===== config.mk =====
export PLATFORM = sky130hd
export DESIGN_NAME = rotator_sched
export DESIGN_NICKNAME = d
export VERILOG_FILES = /design/src/rtl/rotator_pkg.sv /design/src/rtl/rr_arb2.sv /design/src/rtl/rotator_sched.sv
export SDC_FILE = /design/constraint.sdc
export NUM_CORES = 1
export LEC_CHECK = 0
export ABC_AREA = 1
export CAP_MARGIN = 20
export CORE_AREA = 5 5 203 205
export CTS_BUF_LIST = sky130_fd_sc_hd__clkbuf_2 sky130_fd_sc_hd__clkbuf_4 sky130_fd_sc_hd__clkbuf_8
export CTS_CLUSTER_SIZE = 24
export DETAILED_ROUTE_END_ITERATION = 10
export DIE_AREA = 0 0 208 210
export GPL_ROUTABILITY_DRIVEN = 0
export SYNTH_ARGS = -nofsm -noshare
export SYNTH_HDL_FRONTEND = slang
export SYNTH_SLANG_ARGS = --single-unit

===== constraint.sdc =====
create_clock -name clk -period 2.89 [get_ports clk]
set_clock_uncertainty 0.2 [all_clocks]
set_input_delay 0.578 -clock clk [delete_from_list [all_inputs] [get_ports clk]]
set_output_delay 0.578 -clock clk [all_outputs]
set_load 0.005 [all_outputs]

===== src/rtl/rotator_pkg.sv =====
// rtl/rotator_pkg.sv - shared constants for the rotator scheduler slice
package rotator_pkg;

  localparam int WIDTH_DEF = 100;
  localparam int AMT_W_DEF = 7;

  localparam logic [1:0] IDLE = 2'd0;
  localparam logic [1:0] LOAD = 2'd1;
  localparam logic [1:0] ROT  = 2'd2;
  localparam logic [1:0] RESP = 2'd3;

  localparam logic [1:0] ENA_HOLD  = 2'b00;
  localparam logic [1:0] ENA_RIGHT = 2'b01;
  localparam logic [1:0] ENA_LEFT  = 2'b10;

endpackage


===== src/rtl/rr_arb2.sv =====
// rtl/rr_arb2.sv - two-requester round-robin arbiter with last-grant memory
module rr_arb2 (
  input  logic       clk,
  input  logic       rst_n,
  input  logic       en,
  input  logic [1:0] req,
  output logic [1:0] ready,
  output logic       gnt_id,
  output logic       gnt_valid
);

  logic last_grant;

  always_comb begin
    gnt_valid = en & (|req);
    gnt_id    = (req == 2'b11) ? ~last_grant : req[1];
    ready     = 2'b00;
    if (gnt_valid) begin
      ready = gnt_id ? 2'b10 : 2'b01;
    end
  end

  // Reset to 1 so requester 0 wins the first contention.
  always_ff @(posedge clk or negedge rst_n) begin
    if (!rst_n) begin
      last_grant <= 1'b1;
    end else if (gnt_valid) begin
      last_grant <= gnt_id;
    end
  end

endmodule


===== src/rtl/rotator_sched.sv =====
// rtl/rotator_sched.sv - shares one rotator between two requesters, round-robin
module rotator_sched
  import rotator_pkg::*;
#(
  parameter int WIDTH = WIDTH_DEF,
  parameter int AMT_W = AMT_W_DEF
) (
  input  logic             clk,
  input  logic             rst_n,
  input  logic             req0_valid,
  output logic             req0_ready,
  input  logic [WIDTH-1:0] req0_data,
  input  logic             req0_dir,
  input  logic [AMT_W-1:0] req0_amt,
  input  logic             req1_valid,
  output logic             req1_ready,
  input  logic [WIDTH-1:0] req1_data,
  input  logic             req1_dir,
  input  logic [AMT_W-1:0] req1_amt,
  output logic             rsp_valid,
  input  logic             rsp_ready,
  output logic [WIDTH-1:0] rsp_data,
  output logic             rsp_id,
  output logic             busy,
  output logic             rot_load,
  output logic [1:0]       rot_ena,
  output logic [WIDTH-1:0] rot_data,
  input  logic [WIDTH-1:0] rot_q
);

  localparam logic [AMT_W-1:0] W_AMT    = AMT_W'(WIDTH);
  localparam logic [AMT_W-1:0] HALF_AMT = AMT_W'(WIDTH / 2);
  localparam logic [AMT_W-1:0] ONE_AMT  = AMT_W'(1);

  logic [1:0]       state;
  logic [AMT_W-1:0] cnt;
  logic             dir_q;
  logic             id_q;
  logic [WIDTH-1:0] data_q;

  logic [1:0]       req_ready;
  logic             gnt_id;
  logic             gnt_valid;
  logic [WIDTH-1:0] in_data;
  logic             in_dir;
  logic [AMT_W-1:0] in_amt;
  logic [AMT_W-1:0] k_mod;
  logic [AMT_W-1:0] k_eff;
  logic             dir_eff;

  rr_arb2 u_arb (
    .clk       (clk),
    .rst_n     (rst_n),
    .en        (state == IDLE),
    .req       ({req1_valid, req0_valid}),
    .ready     (req_ready),
    .gnt_id    (gnt_id),
    .gnt_valid (gnt_valid)
  );

  // Rotating more than half-way is done the short way round in the other direction.
  always_comb begin
    in_data = gnt_id ? req1_data : req0_data;
    in_dir  = gnt_id ? req1_dir  : req0_dir;
    in_amt  = gnt_id ? req1_amt  : req0_amt;
    k_mod   = (in_amt >= W_AMT) ? (in_amt - W_AMT) : in_amt;
    k_eff   = k_mod;
    dir_eff = in_dir;
    if (k_mod > HALF_AMT) begin
      k_eff   = W_AMT - k_mod;
      dir_eff = ~in_dir;
    end
  end

  always_ff @(posedge clk or negedge rst_n) begin
    if (!rst_n) begin
      state  <= IDLE;
      cnt    <= '0;
      dir_q  <= 1'b0;
      id_q   <= 1'b0;
      data_q <= '0;
    end else begin
      case (state)
        IDLE: begin
          if (gnt_valid) begin
            data_q <= in_data;
            id_q   <= gnt_id;
            dir_q  <= dir_eff;
            cnt    <= k_eff;
            state  <= LOAD;
          end
        end
        LOAD: state <= (cnt != '0) ? ROT : RESP;
        ROT: begin
          cnt <= cnt - ONE_AMT;
          if (cnt == ONE_AMT) begin
            state <= RESP;
          end
        end
        RESP: begin
          if (rsp_ready) begin
            state <= IDLE;
          end
        end
        default: state <= IDLE;
      endcase
    end
  end

  assign req0_ready = req_ready[0];
  assign req1_ready = req_ready[1];
  assign busy       = (state != IDLE);
  assign rot_load   = (state == LOAD);
  assign rot_ena    = (state == ROT) ? (dir_q ? ENA_LEFT : ENA_RIGHT) : ENA_HOLD;
  assign rot_data   = data_q;
  assign rsp_valid  = (state == RESP);
  assign rsp_data   = rot_q;
  assign rsp_id     = id_q;

endmodule

==> Yosys cells after proc, flatten, opt, wreduce, memory -nomap -nowiden <==
Cells that the tools add are included.
{ "op_classes": {"add_sub_neg": 3, "order_cmp": 2, "eq_ne": 8, "bitwise_logic": 3, "reduce_logical": 8, "n_mux": 18} }
{ "op_table": {"columns": ["op", "n"], "rows": [
  ["$mux 100", 1],
  ["$mux 7", 4],
  ["$mux 2", 7],
  ["$pmux 7 s2", 1],
  ["$pmux 2 s4", 1],
  ["$eq 7x1->1 const B", 1],
  ["$ge 7x7->1 const B", 1],
  ["$gt 7x6->1 const B", 1],
  ["$reduce_bool 7->1", 1],
  ["$sub 7x1->7 const B", 1],
  ["$sub 7x7->7 const A", 1],
  ["$sub 7x7->7 const B", 1],
  ["$eq 2x2->1 const B", 3],
  ["$mux 1", 4],
  ["$ne 2x2->1 const B", 2],
  ["$reduce_and 2->1", 2],
  ["$reduce_bool 2->1", 2],
  ["$reduce_and 3->1", 1],
  ["$eq 2x1->1 const B", 1],
  ["$logic_not 2->1", 1],
  ["$ne 2x1->1 const B", 1],
  ["$not 1->1", 2],
  ["$reduce_or 2->1", 1],
  ["$and 1x1->1", 1]
]} }
{ "word_totals": {"in_bits": 321, "ff_bits": 112, "output_inout_bits": 208} }

==> Longest topological paths before layout <==
Gate-level depths: netlist of run 1.
{ "depth": {"word_depth": 9, "mapped_depth": 16} }

==> By module <==
A second synthesis of run 1 with hierarchy kept.
{ "unflattened": {"cells_unflattened": 845, "hier_area_um2": 6457.4} }
{ "by_module_without_submodules": {"columns": ["mod", "cells_per_inst", "area_each_um2", "instances", "seq_area_each_um2"], "rows": [
  ["rotator_sched", 834, 6387.4, 1, 2777.7],
  ["rr_arb2", 11, 70.1, 1, 26.3]
]} }

==> Worst setup path before layout of run 1 <==
Ideal clock, no wire load.
{ "synth_path": {"path_kind": "input -> register", "from": "in req1_valid", "to": "reg dir_q", "setup_time_ps": 131, "arrival_ps": 1904, "cell_stages": 12, "slack_ps": 655, "path_cell_list": "buf_4 nand2_8 inv_2 nand2_1 nand2_1 ha_1 nand2_1 nor3_2 nand4_2 nand2_2 xor2_1 o21ai_1"} }
{ "synth_via": {"elab_chain_cells": 7} }
{ "synth_lines": {"columns": ["element", "line", "rtl"], "rows": [
  ["start: declaration", "rotator_sched.sv:15", "input logic req1_valid,"],
  ["$eq 2x2->1", "rr_arb2.sv:16", "gnt_id = (req == 2'b11) ? ~last_grant : req[1];"],
  ["$mux 1", "rr_arb2.sv:16", null],
  ["$mux 7", "rotator_sched.sv:65", "in_amt = gnt_id ? req1_amt : req0_amt;"],
  ["$sub 7x7->7 / $ge 7x7->1 (equally long branches)", "rotator_sched.sv:66", "k_mod = (in_amt >= W_AMT) ? (in_amt - W_AMT) : in_amt;"],
  ["$mux 7", "rotator_sched.sv:66", null],
  ["$gt 7x6->1", "rotator_sched.sv:69", "if (k_mod > HALF_AMT) begin"],
  ["$mux 1", "rotator_sched.sv:69", null],
  ["end signal: assignment", "rotator_sched.sv:88", "dir_q <= dir_eff;"],
  ["end: declaration", "rotator_sched.sv:37", "logic dir_q;"]
]} }
Several ways; a longest one is shown, not always the timed one.
A chain may end at the register's enable or synchronous reset.

==> Final worst setup path of run 1 <==
{ "layout_path": {"from": "reg state[0]", "to": "out busy"} }
{ "layout_via": {"elab_chain_cells": 1} }
{ "layout_lines": {"columns": ["element", "line", "rtl"], "rows": [
  ["start: declaration", "rotator_sched.sv:35", "logic [1:0] state;"],
  ["start signal: assignment", "rotator_sched.sv:93", "LOAD: state <= (cnt != '0) ? ROT : RESP;"],
  ["$reduce_bool 2->1", "rotator_sched.sv:112", "assign busy = (state != IDLE);"],
  ["end: declaration", "rotator_sched.sv:24", "output logic busy,"]
]} }
No other way between the ends.

==> results.yml, run 1 <==
logic_synthesis:
  netlist_instances: 829
  synth-seq-cells: 112
  synth_cell_type_count: 32
  synth-seq-area-share_pct: 44.6
  postSynthAreaPerCell_um2: 7.58
  synth_nets: 1158
  ys_warn_count: 0
  synth_area_um2: 6280
placement:
  portBuffers: 328
  hpwl_um: 18200
  placed_area_um2: 9590
  dp_slack_ns: -0.0274
setup_path:
  ff2ff_path_depth: 8
  timing.rr.start: "state[0]$_DFFE_PN0P_"
  timing.rr.end: "rot_data[73]$_DFFE_PN0P_"
  cp.required_ns: 2.11
  endpoint_kind: "primary output"
  crit_path_cell_trace: "inv_1 -> ha_2 -> inv_1 -> clkdlybuf4s50_1"
  critPathKind: "reg -> out"
  cp_common_cell: "inv_1"
  slowest_stage: "clkdlybuf4s50_1"
  r2r_slack_ns: 0.58
  cp-start-kind: "register"
  cp.arrival_ns: 1.92
  slowest_delay_ns: 0.54
  crit_fanout: 5
detailed_routing:
  vias_per_cell: 3.81
  drc: 0
  vias: 6043
  first_pass_iters: 4
  drt_iter0_markers: 211
  ant_nets: 0
  drt-met1-wl_um: 9310
  highest_layer: "met5"
  drt-total-wl_um: 23900
  wl_met3_um: 2430
  wire_per_inst_um: 15.1
  wl_met2_um: 11400
clocking:
  clk_latency_ns: 0.41
  ctsLongestPathBuffers: 2
  cts_tree: "built"
  cts_root_buf: "clkbuf_8"
  cts_made_buffers: 9
  cts_htree_levels: 3
  ctsHoldBuffers: 0
  cts.sinks: 112
  cts.clk_slew.worst_paths_ns: 0.13
finish:
  diodes: 0
  syn_to_final_growth_pct: 55.4
  final_nets: 1387
  drive_above_1_share_pct: 7.15
  fillers: 4332
  design_area_um2: 9770
timing:
  worst_slack_ns: 0.191
  finalCriticalPeriod_ns: 2.70
  setup_viol: 0
  max_slew_margin_pct: 55.5
  finalSetupTns_ns: 0
  slew_viol_final: 0
  final_hold_viol_count: 0
  rsz0062_at_grt: "no"
  worst_pin_slew_ns: 0.667
  fmax_mhz: 371
  finalCritPeriodShare_pct: 93.4
outcome:
  outcome: "finished clean"
global_route:
  grt_pass1_vias: 6418
  antenna_found_initial: 0
  grt_overflow: 0
  grt_usage_pct: 10.7
  grt_pass1_wl_um: 36800
  grt_start_max_net_pins: 113
floorplan:
  die_y_um: 210
  rows: 73
  initial_core_util_pct: 16.0
  die_area_um2: 43700
  die_w_um: 208
  core_um2: 39300
  ios: 529
pwr:
  power.density_nw_per_um2: 847
  vdd_ir_drop_max_uv: 320
  leakage_uw: 0.00428
run:
  drv_cap: 0
worst_hold_path:
  hold_class: "in -> async"
layout make-up:
| type | instances | area [um2] | share of cell area, % |
|---|---|---|---|
| Clock buffer | 9 | 124 | 1.27 |
| Clock inverter | 7 | 53.8 | 0.551 |
| Inverter | 33 | 124 | 1.27 |
| Multi-Input combinational cell | 548 | 2490 | 25.5 |
| Sequential cell | 112 | 2800 | 28.7 |
| Tap cell | 525 | 657 | 6.73 |
| Timing Repair Buffer | 354 | 3510 | 36.0 |
synthesized netlist by cell type:
| cell | number | area (um2) |
|---|---|---|
| a31oi_1 | 1 | 6.26 |
| o21ai_0 | 13 | 65.1 |
| nand2_2 | 13 | 81.3 |
| nor2_1 | 17 | 63.8 |
| nor3_2 | 1 | 10.0 |
| nand2_4 | 2 | 22.5 |
| nand4_1 | 4 | 25.0 |
| inv_1 | 27 | 101 |
| nand2_1 | 346 | 1300 |
| dfrtp_1 | 111 | 2780 |
| a21oi_1 | 9 | 45.0 |
| a221oi_1 | 1 | 8.76 |
| nand4_2 | 1 | 12.5 |
| inv_2 | 5 | 18.8 |
| nor2_4 | 1 | 11.3 |
| and2_1 | 1 | 6.26 |
| o21ai_1 | 3 | 15.0 |
| nand3_1 | 116 | 581 |
| ha_1 | 8 | 100 |
| nand2_8 | 1 | 20.0 |
| buf_2 | 3 | 15.0 |
| clkbuf_1 | 27 | 101 |
| nand3b_1 | 3 | 22.5 |
| dfstp_2 | 1 | 26.3 |
| nand3_4 | 1 | 17.5 |
| buf_1 | 5 | 18.8 |
| xor2_1 | 2 | 17.5 |
| buf_4 | 101 | 758 |
| or2_2 | 2 | 12.5 |
| clkinv_1 | 1 | 3.75 |
| o21ai_4 | 1 | 16.3 |
| nor3_1 | 1 | 5.00 |
placed cells by master (no fill, tap or decap), types with 2 or more instances in the layout:
master | Yosys | final
a21oi_1 | 9 | 9
buf_12 | 0 | 3
buf_4 | 101 | 24
clkbuf_8 | 0 | 9
clkdlybuf4s50_1 | 0 | 325
clkinv_2 | 0 | 3
dfrtp_1 | 111 | 111
dlygate4sd2_1 | 0 | 2
ha_1 | 8 | 7
inv_1 | 27 | 27
inv_2 | 5 | 5
inv_8 | 0 | 2
nand2_1 | 346 | 346
nand2_2 | 13 | 13
nand2_4 | 2 | 2
nand3_1 | 116 | 116
nand3b_1 | 3 | 3
nand4_1 | 4 | 4
nor2_1 | 17 | 15
nor2_4 | 1 | 3
o21ai_0 | 13 | 13
o21ai_1 | 3 | 2
o21ai_4 | 1 | 2
or2_2 | 2 | 2
xor2_1 | 2 | 2
what timing repair did:
action | in CTS | in global routing
hold endpoints to repair | 0 | 0
buffers inserted | 0 | 0
endpoints found under the setup margin | 2 | 0
gates resized for setup | 3 | 0
report_power, final:
| group | switching (uW) | internal [uW] |
|---|---|---|
| Combinational | 2120 | 2360 |
| Sequential | 471 | 2350 |
| Clock | 642 | 326 |
| Total | 3230 | 5040 |
registers in the layout, indices dropped and copies added (netlist names):
name,count
rsp_id,1
dir_q,1
state,2
rot_data,100
cnt,7
u_arb.last_grant,1
worst max-delay path: cells and delay by family, from the launching register on:
kind / cells / cell delay (ns)
flip-flops: 1 / 0.44
adder cells (fa/ha/maj): 1 / 0.24
buffers and inverters: 3 / 0.82
stage by stage:
step | util, % | std cells | hold slack [ns] | total power [uW]
2_1_floorplan | - | 829 | 0.0824 | 4820
3_3_place_gp | 24.4 | 1572 | 0.268 | 7370
3_5_place_dp | 24.4 | 1572 | 0.271 | 7440
4_1_cts | 24.9 | 1588 | 0.00579 | 8500
5_1_grt | 24.9 | 1588 | 0.0469 | 9010
6_report | 24.9 | 1588 | 0.0357 | 8270
worst max-delay path by stage:
stage | from | to | slack, ns
after detailed placement | req0_valid | req0_ready | -0.03
after global routing | state[0]$_DFFE_PN0P_ | rot_ena[1] | 0.05
after floorplan | req1_valid | dir_q$_DFFE_PN0P_ | 0.66
final | state[0]$_DFFE_PN0P_ | busy | 0.19
after global placement | req0_valid | req0_ready | -0.03
after CTS | state[0]$_DFFE_PN0P_ | busy | 0.10
metal layers:
layer	vias to the layer above	global-route usage, %
li1	2955	-
met1	2750	12.1
met2	281	17.2
met3	55	5.18
met4	2	4.76
met5	-	0.754
kinds of logic after synthesis:
logic type	share of synthesized area, %
AOI/OAI and AO/OA	2.49
DFF	44.6
xor gates and xnor gates	0.279
buffers and inverters	16.2
and+or+nand+nor	34.8
adders and majority gates	1.59
(Power assumes the default switching activity.)
==> run 2: changes to the inputs <==
TNS_END_PERCENT = 100   (was unset)
==> results of run 2 <==
The final DEF is identical to that of run 1; final timing and power are the same.
==> run 3: changes to the inputs <==
CAP_MARGIN = unset   (was 20)
HOLD_SLACK_MARGIN = 0.02   (was unset)
==> run 3 against run 2 <==
  * Count of clock-buffer cells in the layout unchanged
  * Utilization barely moved
  * Register-to-register slack about the same
  * Clock power is essentially flat
  * Wire length hardly changed
  * Critical path depth did not move
  * Cell area is 0.10% higher
  * Non-clock buffer count is 1 higher
  * Sequential share of layout area hardly changed
  * Final cell count hardly changed
==> results.yml, run 3 (synthesized netlist as in run 1, its figures left out) <==
finish:
  syn_to_final_growth_pct: 55.5
  final_nets: 1388
  multi_input_area_um2: 2490
  design_area_um2: 9780
  ff_latch_area_um2: 2800
  final_common_cell: "nand2_1"
  diodes: 0
  largest_register_ffs: 100
  final_cell_mix: "nand2_1, clkdlybuf4s50_1, nand3_1"
  fillers: 4329
  drive_above_1_share_pct: 7.14
clocking:
  cts_htree_levels: 3
  cts_made_buffers: 9
  clk_latency_ns: 0.41
  cts.sinks: 112
  cts_tree: "built"
  cts.clk_slew.worst_paths_ns: 0.12
  ctsLongestPathBuffers: 2
  cts_root_buf: "clkbuf_8"
global_route:
  grt_pass1_vias: 6421
  grt_overflow: 0
  antenna_found_initial: 0
  grt_pass1_wl_um: 36800
  grt_usage_pct: 10.7
  grt_start_max_net_pins: 113
floorplan:
  initial_core_util_pct: 16.0
  rows: 73
  core_um2: 39300
  ios: 529
  die_area_um2: 43700
  die_w_um: 208
  die_y_um: 210
timing:
  rsz0062_at_grt: "no"
  worst_slack_ns: 0.191
  final_hold_viol_count: 0
  max_slew_margin_pct: 55.6
  fmax_mhz: 371
  setup_viol: 0
  finalCritPeriodShare_pct: 93.4
  worst_pin_slew_ns: 0.666
  finalCriticalPeriod_ns: 2.70
  slew_viol_final: 0
  hold_ws_ns: 0.295
detailed_routing:
  drc: 0
  vias: 6049
  ant_nets: 0
  drt_iter0_markers: 208
  wire_per_inst_um: 15.1
  first_pass_iters: 4
  vias_per_cell: 3.81
  drt-total-wl_um: 24000
setup_path:
  ff2ff_path_depth: 8
  endpoint_kind: "primary output"
  crit_fanout: 5
  timing.rr.end: "rot_data[73]$_DFFE_PN0P_"
  critPathKind: "reg -> out"
  cp.required_ns: 2.11
  cp.arrival_ns: 1.92
  cp-start-kind: "register"
  timing.rr.start: "state[0]$_DFFE_PN0P_"
  r2r_slack_ns: 0.58
run:
  drv_cap: 0
pwr:
  power.density_nw_per_um2: 846
  total_power_uw: 8270
  vdd_ir_drop_max_uv: 320
  leakage_uw: 0.00428
worst_hold_path:
  hold_class: "reg -> reg"
  hold_depth: 2
  hold_start: "rsp_id$_DFFE_PN0P_"
  holdPathEnd: "rsp_id$_DFFE_PN0P_"
placement:
  placed_area_um2: 9590
  hpwl_um: 18200
  dp_slack_ns: -0.0274
  portBuffers: 328
outcome:
  outcome: "finished clean"
run 3: area by class of cell:
cell class                 count  share of cell area (%)
clock inverter                 7                   0.550
multi-input combinational    548                    25.5
clock buffer                   9                    1.27
sequential                   112                    28.7
inverter                      33                    1.27
timing repair buffer         355                    36.0
tap                          525                    6.72
run 3: through the flow:
step | std cells | TNS, ns | utilization (%)
6_report | 1589 | 0 | 24.9
2_1_floorplan | 829 | 0 | -
4_1_cts | 1589 | 0 | 24.9
3_3_place_gp | 1572 | -0.0315 | 24.4
3_5_place_dp | 1572 | -0.0274 | 24.4
5_1_grt | 1589 | 0 | 24.9
run 3: how the worst max path moves through the flow:
stage                                    start                end  depth (start not counted)
after floorplan                     req1_valid  dir_q$_DFFE_PN0P_                         12
after global placement              req0_valid         req0_ready                          5
after detailed placement            req0_valid         req0_ready                          5
after CTS                 state[0]$_DFFE_PN0P_               busy                          4
after global routing      state[0]$_DFFE_PN0P_         rot_ena[1]                          6
final                     state[0]$_DFFE_PN0P_               busy                          4
run 3: worst max-delay path: stages, from the launching register on:
cell and delay [ns]:
dfrtp_1 0.44, inv_1 0.10, ha_2 0.24, inv_1 0.18, clkdlybuf4s50_1 0.54
run 3: what timing repair did:
action / 4_1_cts / 5_1_grt
hold buffers: 1 / 0
endpoints found under the hold margin: 6 / 0
resized for setup: 3 / 0
setup buffers: 0 / 0
setup endpoints to repair: 2 / 0
run 3: metal layers:
| layer | GRT usage (%) | wire [um] |
|---|---|---|
| met5 | 0.754 | 41 |
| met4 | 4.76 | 790 |
| met3 | 5.19 | 2430 |
| met2 | 17.2 | 11400 |
| met1 | 12.1 | 9310 |
run 3: report_power, final:
group / switching, uW / internal [uW]
sequential: 472 / 2350
clock: 643 / 326
combinational: 2120 / 2360
total: 3230 / 5040
